==> config.mk <==
export PLATFORM = sky130hd
export DESIGN_NAME = ex_stage
export DESIGN_NICKNAME = d
export VERILOG_FILES = /design/src/rtl/ex_stage.sv
export SDC_FILE = /design/constraint.sdc
export NUM_CORES = 1
export LEC_CHECK = 0
export CORE_MARGIN = 4
export CORE_UTILIZATION = 30
export DETAILED_ROUTE_END_ITERATION = 7
export SYNTH_ARGS = -nofsm -noshare
export SYNTH_HDL_FRONTEND = slang
export SYNTH_SLANG_ARGS = --single-unit
==> constraint.sdc <==
create_clock -name CLK -period 6.1 [get_ports CLK]
set_input_delay 0.61 -clock CLK [delete_from_list [all_inputs] [get_ports CLK]]
set_output_delay 0.61 -clock CLK [all_outputs]
set_load 0.02 [all_outputs]
==> src/rtl/ex_stage.sv <==
// ============================================================================
// ex_stage -- pipeline execute stage
//
// Purpose:
//   Sits between the ID/EX and EX/MEM pipeline registers. It does three jobs:
//   - picks each operand from the EX/MEM or MEM/WB forwarding paths, or from
//     the ID/EX operand value;
//   - computes single-cycle ALU results combinationally;
//   - runs a WIDTH-iteration shift-add multiplier and a restoring unsigned
//     divider under a small FSM. stall_o is held high towards the hazard unit
//     for the whole multi-cycle operation.
//
// Optional feature (macro EX_HILO_EN):
//   When defined, a HI register captures the high product half (MUL) or the
//   remainder (DIVU), and aluop 4'hE (MFHI) reads it back. When undefined,
//   those bits are dropped and aluop 4'hE returns zero.
//
// Ports:
//   CLK, RST               clock (posedge), asynchronous active-high reset
//   aluop_i                operation code from ID/EX
//   alusrc1_i, alusrc2_i   operand values from ID/EX
//   regsrc1_i, regsrc2_i   source register indices (NOREG = no register)
//   regwrite_i, regdst_i   writeback enable / destination from ID/EX
//   exmem_*                EX/MEM forwarding source (regwrite, regdst, result)
//   memwb_*                MEM/WB forwarding source (regwrite, regdst, result)
//   result_o, zero_o       ALU result to EX/MEM and its zero flag
//   regwrite_o             regwrite_i, forced low while stalled
//   regdst_o               regdst_i passthrough
//   stall_o                freeze IF/ID and ID/EX, bubble EX/MEM
// ============================================================================
module ex_stage #(
   parameter int         WIDTH = 16,
   parameter logic [3:0] NOREG = 4'hF
) (
   input  logic             CLK,
   input  logic             RST,
   input  logic [3:0]       aluop_i,
   input  logic [WIDTH-1:0] alusrc1_i,
   input  logic [WIDTH-1:0] alusrc2_i,
   input  logic [3:0]       regsrc1_i,
   input  logic [3:0]       regsrc2_i,
   input  logic             regwrite_i,
   input  logic [3:0]       regdst_i,
   input  logic             exmem_regwrite_i,
   input  logic [3:0]       exmem_regdst_i,
   input  logic [WIDTH-1:0] exmem_result_i,
   input  logic             memwb_regwrite_i,
   input  logic [3:0]       memwb_regdst_i,
   input  logic [WIDTH-1:0] memwb_result_i,
   output logic [WIDTH-1:0] result_o,
   output logic             zero_o,
   output logic             regwrite_o,
   output logic [3:0]       regdst_o,
   output logic             stall_o
);

   localparam int CNT_W = $clog2(WIDTH);

   localparam logic [1:0] ST_IDLE = 2'd0;
   localparam logic [1:0] ST_RUN  = 2'd1;
   localparam logic [1:0] ST_DONE = 2'd2;

   localparam logic [3:0] OP_ADD  = 4'h0;
   localparam logic [3:0] OP_SUB  = 4'h1;
   localparam logic [3:0] OP_AND  = 4'h2;
   localparam logic [3:0] OP_OR   = 4'h3;
   localparam logic [3:0] OP_XOR  = 4'h4;
   localparam logic [3:0] OP_NOT  = 4'h5;
   localparam logic [3:0] OP_SLL  = 4'h6;
   localparam logic [3:0] OP_SRL  = 4'h7;
   localparam logic [3:0] OP_SRA  = 4'h8;
   localparam logic [3:0] OP_SLT  = 4'h9;
   localparam logic [3:0] OP_SLTU = 4'hA;
   localparam logic [3:0] OP_PASB = 4'hB;
   localparam logic [3:0] OP_MUL  = 4'hC;
   localparam logic [3:0] OP_DIVU = 4'hD;
   localparam logic [3:0] OP_MFHI = 4'hE;
   localparam logic [3:0] OP_PASA = 4'hF;

   logic [1:0]       state_r;
   logic [CNT_W-1:0] cnt_r;
   logic [WIDTH-1:0] a_r;          // latched multiplicand
   logic [WIDTH-1:0] b_r;          // latched divisor
   logic             div_r;        // 1: divide in progress, 0: multiply
   logic [WIDTH-1:0] hi_r;         // product high half / partial remainder
   logic [WIDTH-1:0] lo_r;         // multiplier->product low / dividend->quotient

   logic [WIDTH-1:0] op_a_s;
   logic [WIDTH-1:0] op_b_s;
   logic             is_muldiv_s;
   logic [WIDTH-1:0] hi_nxt_s;
   logic [WIDTH-1:0] lo_nxt_s;
   logic [WIDTH:0]   add_s;
   logic [WIDTH:0]   trial_s;
   logic [WIDTH-1:0] alu_s;
   logic [WIDTH-1:0] hi_val_s;
   logic [WIDTH-1:0] result_s;
   logic             stall_s;
   logic [CNT_W-1:0] sh_s;

   assign is_muldiv_s = (aluop_i == OP_MUL) || (aluop_i == OP_DIVU);
   assign sh_s        = op_b_s[CNT_W-1:0];

   // Operand A source select; EX/MEM is newer than MEM/WB so it wins
   always_comb begin
      if ((regsrc1_i != NOREG) && exmem_regwrite_i && (exmem_regdst_i == regsrc1_i)) begin
         op_a_s = exmem_result_i;
      end else if ((regsrc1_i != NOREG) && memwb_regwrite_i && (memwb_regdst_i == regsrc1_i)) begin
         op_a_s = memwb_result_i;
      end else begin
         op_a_s = alusrc1_i;
      end
   end

   // Operand B source select; same priority as operand A
   always_comb begin
      if ((regsrc2_i != NOREG) && exmem_regwrite_i && (exmem_regdst_i == regsrc2_i)) begin
         op_b_s = exmem_result_i;
      end else if ((regsrc2_i != NOREG) && memwb_regwrite_i && (memwb_regdst_i == regsrc2_i)) begin
         op_b_s = memwb_result_i;
      end else begin
         op_b_s = alusrc2_i;
      end
   end

   // One mul/div iteration. Both share the {hi_r, lo_r} pair:
   // the multiply adds into hi and shifts the whole pair right;
   // the divide shifts the pair left and keeps the trial subtract when it
   // is non-negative. A zero divisor therefore yields all-ones quotient
   // and the dividend as remainder without special casing.
   always_comb begin
      add_s   = {1'b0, hi_r} + {1'b0, a_r};
      trial_s = {hi_r, lo_r[WIDTH-1]} - {1'b0, b_r};
      if (div_r) begin
         if (!trial_s[WIDTH]) begin
            hi_nxt_s = trial_s[WIDTH-1:0];
            lo_nxt_s = {lo_r[WIDTH-2:0], 1'b1};
         end else begin
            hi_nxt_s = {hi_r[WIDTH-2:0], lo_r[WIDTH-1]};
            lo_nxt_s = {lo_r[WIDTH-2:0], 1'b0};
         end
      end else begin
         if (lo_r[0]) begin
            {hi_nxt_s, lo_nxt_s} = {add_s, lo_r[WIDTH-1:1]};
         end else begin
            {hi_nxt_s, lo_nxt_s} = {1'b0, hi_r, lo_r[WIDTH-1:1]};
         end
      end
   end

   // FSM and mul/div datapath registers; operands are captured at issue so
   // the forwarding sources may drain freely during the stall
   always_ff @(posedge CLK or posedge RST) begin
      if (RST) begin
         state_r <= ST_IDLE;
         cnt_r   <= {CNT_W{1'b0}};
         a_r     <= {WIDTH{1'b0}};
         b_r     <= {WIDTH{1'b0}};
         div_r   <= 1'b0;
         hi_r    <= {WIDTH{1'b0}};
         lo_r    <= {WIDTH{1'b0}};
      end else begin
         case (state_r)
            ST_IDLE: begin
               if (is_muldiv_s) begin
                  state_r <= ST_RUN;
                  cnt_r   <= {CNT_W{1'b0}};
                  a_r     <= op_a_s;
                  b_r     <= op_b_s;
                  div_r   <= (aluop_i == OP_DIVU);
                  hi_r    <= {WIDTH{1'b0}};
                  lo_r    <= (aluop_i == OP_DIVU) ? op_a_s : op_b_s;
               end else begin
                  state_r <= ST_IDLE;
               end
            end
            ST_RUN: begin
               hi_r  <= hi_nxt_s;
               lo_r  <= lo_nxt_s;
               cnt_r <= cnt_r + {{(CNT_W-1){1'b0}}, 1'b1};
               if (cnt_r == CNT_W'(WIDTH - 1)) begin
                  state_r <= ST_DONE;
               end else begin
                  state_r <= ST_RUN;
               end
            end
            ST_DONE: begin
               // never re-arm on the same instruction: ID/EX advances now
               state_r <= ST_IDLE;
            end
            default: begin
               state_r <= ST_IDLE;
            end
         endcase
      end
   end

`ifdef EX_HILO_EN
   logic [WIDTH-1:0] hilo_r;

   // HI register: captures high product half or remainder when the op retires
   always_ff @(posedge CLK or posedge RST) begin
      if (RST) begin
         hilo_r <= {WIDTH{1'b0}};
      end else if (state_r == ST_DONE) begin
         hilo_r <= hi_r;
      end else begin
         hilo_r <= hilo_r;
      end
   end

   assign hi_val_s = hilo_r;
`else
   assign hi_val_s = {WIDTH{1'b0}};
`endif

   // Single-cycle ALU on the forwarded operands
   always_comb begin
      alu_s = {WIDTH{1'b0}};
      case (aluop_i)
         OP_ADD:  alu_s = op_a_s + op_b_s;
         OP_SUB:  alu_s = op_a_s - op_b_s;
         OP_AND:  alu_s = op_a_s & op_b_s;
         OP_OR:   alu_s = op_a_s | op_b_s;
         OP_XOR:  alu_s = op_a_s ^ op_b_s;
         OP_NOT:  alu_s = ~op_a_s;
         OP_SLL:  alu_s = op_a_s << sh_s;
         OP_SRL:  alu_s = op_a_s >> sh_s;
         OP_SRA:  alu_s = $signed(op_a_s) >>> sh_s;
         OP_SLT:  alu_s = {{(WIDTH-1){1'b0}}, ($signed(op_a_s) < $signed(op_b_s))};
         OP_SLTU: alu_s = {{(WIDTH-1){1'b0}}, (op_a_s < op_b_s)};
         OP_PASB: alu_s = op_b_s;
         OP_MFHI: alu_s = hi_val_s;
         OP_PASA: alu_s = op_a_s;
         default: alu_s = {WIDTH{1'b0}};    // MUL/DIVU go through the FSM
      endcase
   end

   // Stall request; reset must release the hazard unit immediately
   always_comb begin
      if (RST) begin
         stall_s = 1'b0;
      end else begin
         case (state_r)
            ST_IDLE: stall_s = is_muldiv_s;
            ST_RUN:  stall_s = 1'b1;
            default: stall_s = 1'b0;
         endcase
      end
   end

   // Result select: latched mul/div result on retire, ALU otherwise
   always_comb begin
      case (state_r)
         ST_DONE: result_s = lo_r;
         ST_RUN:  result_s = {WIDTH{1'b0}};
         default: result_s = alu_s;
      endcase
   end

   assign result_o   = result_s;
   assign zero_o     = (result_s == {WIDTH{1'b0}});
   assign stall_o    = stall_s;
   assign regwrite_o = stall_s ? 1'b0 : regwrite_i;
   assign regdst_o   = regdst_i;

endmodule

==> results of run 1 <==
[cells by family after synthesis]
| logic type | Yosys count | share of synthesized area, % |
|---|---|---|
| AO/OA/AOI/OAI | 510 | 31.9 |
| XOR/XNOR | 44 | 3.63 |
| adder cells (fa/ha/maj) | 93 | 11.2 |
| buffers and inverters | 173 | 6.92 |
| flip-flops | 71 | 16.7 |
| multiplexers | 100 | 9.64 |
| AND/OR/NAND/NOR | 462 | 19.9 |
[per-stage QoR]
step | area [um2] | setup WS (ps) | setup TNS [ps] | utilization [%] | total power, mW
floorplan | 10700 | 16.1 | 0 | - | 3.37
global placement | 13800 | -969 | -2040 | 39.8 | 4.45
detailed placement | 13800 | -1030 | -2460 | 39.8 | 4.51
CTS | 14300 | -122 | -122 | 41.2 | 5.07
global route | 14900 | -99.9 | -112 | 42.8 | 5.61
finish | 14900 | 124 | 0 | 42.8 | 5.18
[power by group through the flow]
stage                     Combinational (mW)  Clock [mW]  Sequential, mW
after CTS                               3.55       0.509            1.01
after detailed placement                3.50           0            1.02
final                                   3.65       0.499            1.02
after floorplan                         2.52           0           0.852
after global routing                    4.02       0.530            1.05
after global placement                  3.43           0            1.01
[cells in the final DEF, fill, tap and decap left out, types with 12 or more instances in the layout]
| cell type | instances |
|---|---|
| o21a_1 | 14 |
| xnor2_1 | 17 |
| a31oi_1 | 13 |
| nand2_1 | 194 |
| inv_1 | 58 |
| or3_1 | 17 |
| a21oi_1 | 93 |
| xnor2_2 | 12 |
| nor3_1 | 37 |
| clkdlybuf4s50_1 | 85 |
| buf_4 | 282 |
| xor2_1 | 13 |
| a21o_1 | 14 |
| nand3_1 | 34 |
| ha_1 | 85 |
| o211ai_1 | 23 |
| mux2i_1 | 88 |
| o21ai_0 | 135 |
| a22o_1 | 16 |
| a211oi_1 | 28 |
| nor2_1 | 83 |
| dfrtp_1 | 70 |
| nor2b_1 | 19 |
[final cells by class]
cell class                      instances  area share [%]
Sequential cell                        71            12.0
Tap cell                              455            3.83
Inverter                               73            1.90
Multi-Input combinational cell       1209            58.4
Timing Repair Buffer                  395            22.0
Clock inverter                          6           0.303
Clock buffer                           10            1.61
[final timing paths]
kind	start	endpoint	slack (ps)
max in group asynchronous	RST	div_r	4440
setup reg to reg	lo_r[15]	hi_r[1]	1840
setup / recovery	regsrc2_i[0]	zero_o	120
min in group asynchronous	RST	hi_r[2]	560
hold reg to reg	b_r[12]	b_r[12]	480
hold / removal	b_r[12]	b_r[12]	480
[sequential cells by signal, summed over array words and instances (netlist names)]
name     flops
hi_r        16
a_r         16
cnt_r        4
lo_r        16
b_r         16
div_r        1
state_r      2
[metal layers]
metal | track usage (%) | routed length [um] | up-vias
li1 | - | - | 5982
met1 | 31.9 | 20400 | 6047
met2 | 37.0 | 21000 | 701
met3 | 5.50 | 4660 | 149
met4 | 10.4 | 2500 | 0
met5 | 0 | 0 | -
[tightest hold or removal path, delay by kind of cell (launching register included)]
| family | cells | cell delay, ps |
|---|---|---|
| flops | 1 | 340 |
| simple gates | 1 | 50 |
| compound gates | 1 | 60 |
[what timing repair did]
action	in CTS	in global routing
resized for setup	56	149
setup endpoints to repair	7	8
cloned	0	0
pin swaps	20	50
buffers inserted	17	18
==> results.yml, run 1 <==
logic_synthesis:
  mappedNetlistNets: 1639
  seq_area_frac_synth_pct: 16.7
  synth_top_cell_area_share_pct: 16.7
  synth_ff_type: "dfrtp_1"
  yosys_warnings: 0
  synth_largest_area_cell: "dfrtp_1"
  yosys-top-cells-count: "nand2_1 (197), o21ai_0 (142), a21oi_1 (99)"
  post-synth-top-count-cell: "nand2_1"
  synth.ff_latch_count: 71
  cells_taking_the_most_area_after_synthesis: "dfrtp_1 (17%), ha_1 (10%), mux2i_1 (8.3%), nand2_1 (7.0%), o21ai_0 (6.7%)"
  synth-edff-count: 0
  synthesis.area_um2: 10600
  syn_area_per_cell_um2: 7.31
  ys_types: 80
  synth_async_sr_flop_share_pct: 100
  netlist_instances: 1453
routing:
  routedWlPerCell_um: 21.9
  remaining_drc_errors: 0
  detailroute.via_count: 12879
  routed_wirelength_um: 48600
  detail_route.first_pass.iterations: 5
  detail_route.vias_per_cell: 5.80
  number_of_drc_markers_in_iteration_0: 1409
  drt.antenna.violating_nets: 0
min_path:
  min-delay-path-class: "flop to flop"
  timing.hold.worst_path_depth: 2
floorplan:
  placement_row_count: 68
  design.core.area_um2: 34700
  io-pin-count: 116
  dieHeight_um: 196
  die_w_um: 196
  fp.dieArea_um2: 38500
  initial_utilization_pct: 30.6
clock_network:
  clock-sinks: 71
  cts_hold_buffers: 0
  clk_path_buf_depth: 2
  htree_levels: 3
  cts.reportedPaths.clkPinSlew_ps: 60
  ctsRootBufferMaster: "clkbuf_16"
  tritoncts_clock_tree: "done"
  clock_insertion_delay_worst_skew_ps: 340
  cts-buffers-inserted: 9
sta:
  layout_worst_path_cycle_share_pct: 98.0
  worst_slew_margin_rel_pct: 24.8
  report.final.slew_viol_count: 0
  max_slew.worst_pin.slew_ps: 1130
  clock.fmax_mhz: 167
  final.setup_skew_ps: 7.44
  hold_violations: 0
  rsz_0062_raised_after_global_routing: "yes"
  setup_viol: 0
  holdWs_ps: 477
  finalCriticalPeriod_ps: 5980
flow_run:
  max_cap_viol: 0
power:
  share_seq_of_total_power_pct: 19.8
  pwr-share-comb_pct: 70.6
  power.share.clock_pct: 9.6
  power.share.switching_pct: 48.3
  leakage_nw: 6.62
  power.ir.vdd_worst_mv: 0.241
  power_per_cell_area_nw_per_um2: 348
  p_switching_mw: 2.50
  internal-power_mw: 2.68
finish:
  final-instance-count-excl-fill: 2219
  filler_cell_count: 3547
  final_nets: 1945
  multi_input_comb_area_um2: 8680
  antennaDiodeCount: 0
  final_layout_size_suffix_gt1_share_pct: 25.6
  area_growth_syn_to_layout_pct: 39.9
  register_area_um2: 1780
place:
  hpwl_um: 38000
  dpl.cell_count: 2169
  io_port_bufs: 107
  gp_congestion: 1.05
worst_setup_path:
  cp_data_arrival_time_ps: 5370
  most_frequent_cp_cell: "buf_4"
  critical_path.cell_chain: "buf_2, xnor2_2, nand4_1, buf_4, buf_4, o21ai_1, a31o_2, ha_1, buf_4, a211o_1, a21oi_2, o21bai_1, a32o_1, o32a_1, a2111oi_4, buf_4, nand2_2, a211oi_2, o32ai_2, or4_1, or4_4, nor4b_4, buf_4"
  cp.depth: 23
  critPathTopFamily: "compound AO/OA/AOI/OAI gates"
  crit_fanout: 7
  crit_required_ps: 5490
  timing_worst_setup_path_type: "input pin to output port"
  crit_buf_inv: 6
  timing.critical_path.from_type: "input pin"
  critPathSlowestCell: "or4_1"
  setup.worst_path.end_class: "output port"
  max_stage_delay_ps: 520
  worst-r2r-cell-count: 17
grt:
  grt_max_degree: 71
  first_pass_grt_wire_length_um: 72300
  antenna_found_initial: 0
  grt_overflow_total: 0
  grt_util_all_layers_pct: 23.9
  number_of_global_route_vias_before_repair: 12288
run_status:
  outcome: "complete, no violations"
No activity file was read; power rests on OpenSTA's default activity.
==> inputs of run 2 (changes only) <==
==> constraint.sdc (replaced) <==
create_clock -name CLK -period 6.83 [get_ports CLK]
set_input_delay 0.683 -clock CLK [delete_from_list [all_inputs] [get_ports CLK]]
set_output_delay 0.683 -clock CLK [all_outputs]
set_load 0.02 [all_outputs]
==> run 2 against run 1 <==
Net effect:
- non-clock buffer count shrank 105
- hold slack better by 6.6 ps
- sequential power is 14% lower
- die area stayed put
- clock skew is 1.2 ps higher
- global-route usage decreased by 2.0 points
- sequential share of layout area rose by 1.1 points
- via count fell by 6.1%
- core utilization is 3.6 points lower
- critical path depth unchanged
- total power shrank 14%
- critical path type unchanged
==> results.yml, run 2 (same netlist as run 1, synthesis figures left out) <==
run_status:
  outcome: "complete, no violations"
worst_setup_path:
  crit_required_ps: 6150
  crit_fanout: 3
  timing.critical_path.from_type: "input pin"
  timing_worst_setup_path_type: "input pin to output port"
  setup.worst_path.end_class: "output port"
  cp_data_arrival_time_ps: 5930
finish:
  antennaDiodeCount: 0
  area_growth_syn_to_layout_pct: 28.1
  final_nets: 1840
  commonest_cells_after_routing_fill_and_taps_aside: "nand2_1 (196), buf_4 (183), o21ai_0 (139)"
  filler_cell_count: 3602
  final_layout_size_suffix_gt1_share_pct: 15.6
  final_common_cell: "nand2_1"
floorplan:
  io-pin-count: 116
  design.core.area_um2: 34700
  fp.dieArea_um2: 38500
  die_w_um: 196
  initial_utilization_pct: 30.6
  placement_row_count: 68
  dieHeight_um: 196
clock_network:
  cts-buffers-inserted: 9
  tritoncts_clock_tree: "done"
  cts_hold_buffers: 0
  clock_insertion_delay_worst_skew_ps: 330
  clk_path_buf_depth: 2
  htree_levels: 3
  clock-sinks: 71
  cts.reportedPaths.clkPinSlew_ps: 60
  ctsRootBufferMaster: "clkbuf_16"
place:
  gp_congestion: 1.00
  hpwl_um: 34900
  io_port_bufs: 107
grt:
  antenna_found_initial: 0
  number_of_global_route_vias_before_repair: 11785
  grt_max_degree: 72
  grt_util_all_layers_pct: 21.9
  first_pass_grt_wire_length_um: 67500
  grt_overflow_total: 0
routing:
  routedWlPerCell_um: 20.6
  drt.antenna.violating_nets: 0
  number_of_drc_markers_in_iteration_0: 1266
  routed_wirelength_um: 43600
  detailroute.via_count: 12087
  remaining_drc_errors: 0
  detail_route.first_pass.iterations: 6
  detail_route.vias_per_cell: 5.72
sta:
  final.setup_skew_ps: 8.62
  hold_violations: 0
  clock.fmax_mhz: 151
  max_slew.worst_pin.slew_ps: 1170
  layout_worst_path_cycle_share_pct: 96.8
  worst_slew_margin_rel_pct: 21.9
  finalCriticalPeriod_ps: 6610
  report.final.slew_viol_count: 0
  setup_viol: 0
  totalNegativeSetupSlack_ps: 0
power:
  power_per_cell_area_nw_per_um2: 329
  power.ir.vdd_worst_mv: 0.165
  leakage_nw: 5.99
  total_power_mw: 4.47
flow_run:
  max_cap_viol: 0
min_path:
  min-delay-path-class: "flop to flop"
==> run 2: cell count changes in the layout (fill, tap and decap cells not counted), moves of 7 or more <==
cell and change:
buf_4 -99, buf_6 -8, clkdlybuf4s50_1 +14, dlymetal6s2s_1 +7, xnor2_1 +11, xnor2_2 -9
==> run 2: area by class of cell <==
cell class | instances | area [um2] | share of cell area, %
clock buffer | 9 | 225 | 1.66
clock inverter | 7 | 72.6 | 0.534
inverter | 73 | 279 | 2.05
multi-input combinational | 1209 | 8210 | 60.4
sequential | 71 | 1780 | 13.1
tap | 455 | 569 | 4.19
timing repair buffer | 290 | 2460 | 18.1
==> run 2: path summary, 6_finish.rpt <==
check / end / cells past startpoint / start / slack, ps
setup / recovery: zero_o / 23 / memwb_regdst_i[1] / 220
hold / removal: b_r[10] / 2 / b_r[10] / 480
setup reg to reg: hi_r[1] / 17 / lo_r[15] / 2650
hold reg to reg: b_r[10] / 2 / b_r[10] / 480
max in group asynchronous: div_r / 3 / RST / 5220
min in group asynchronous: b_r[2] / 3 / RST / 970
==> run 2: metrics by stage <==
stage	setup slack, ps	cell area, um2	utilization (%)	hold WS (ps)	std cells
4_1_cts	86.1	13500	38.9	488	2113
3_3_place_gp	-354	13200	38.0	463	2097
3_5_place_dp	-469	13200	38.0	473	2097
6_report	219	13600	39.2	484	2114
2_1_floorplan	72.0	10600	-	450	1453
5_1_grt	-12.7	13600	39.2	514	2114
==> run 2: layer usage <==
| layer | GRT usage (%) | part of all wire [%] |
|---|---|---|
| met1 | 28.0 | 42 |
| met4 | 8.48 | 4.5 |
| met5 | 0 | 0 |
| met3 | 2.87 | 6.7 |
| met2 | 37.4 | 47 |
==> run 2: critical path: stages <==
cell and delay (ps):
clkdlybuf4s50_1 460, xnor2_1 240, and4_1 250, nand3_1 90
a31o_1 240, inv_1 100, ha_1 170, inv_1 60
fa_1 430, a211o_1 320, a21oi_2 150, nor2_1 50
a21oi_1 190, nor2_1 60, a211oi_1 210, a21oi_1 120
a2111oi_2 360, buf_4 180, o2111ai_1 140, or4_1 520
or4_4 500, nor4b_4 210, buf_4 180
==> run 2: report_power, final <==
part | internal, mW | total, mW | switching, mW
Sequential | 0.628 | 0.879 | 0.251
Clock | 0.283 | 0.469 | 0.186
Combinational | 1.41 | 3.12 | 1.71
==> run 2: timing repair <==
action	in CTS	in global routing
setup buffers	0	1
hold endpoints to repair	0	0
endpoints found under the setup margin	1	2
pin swaps	1	6
resized for setup	8	27
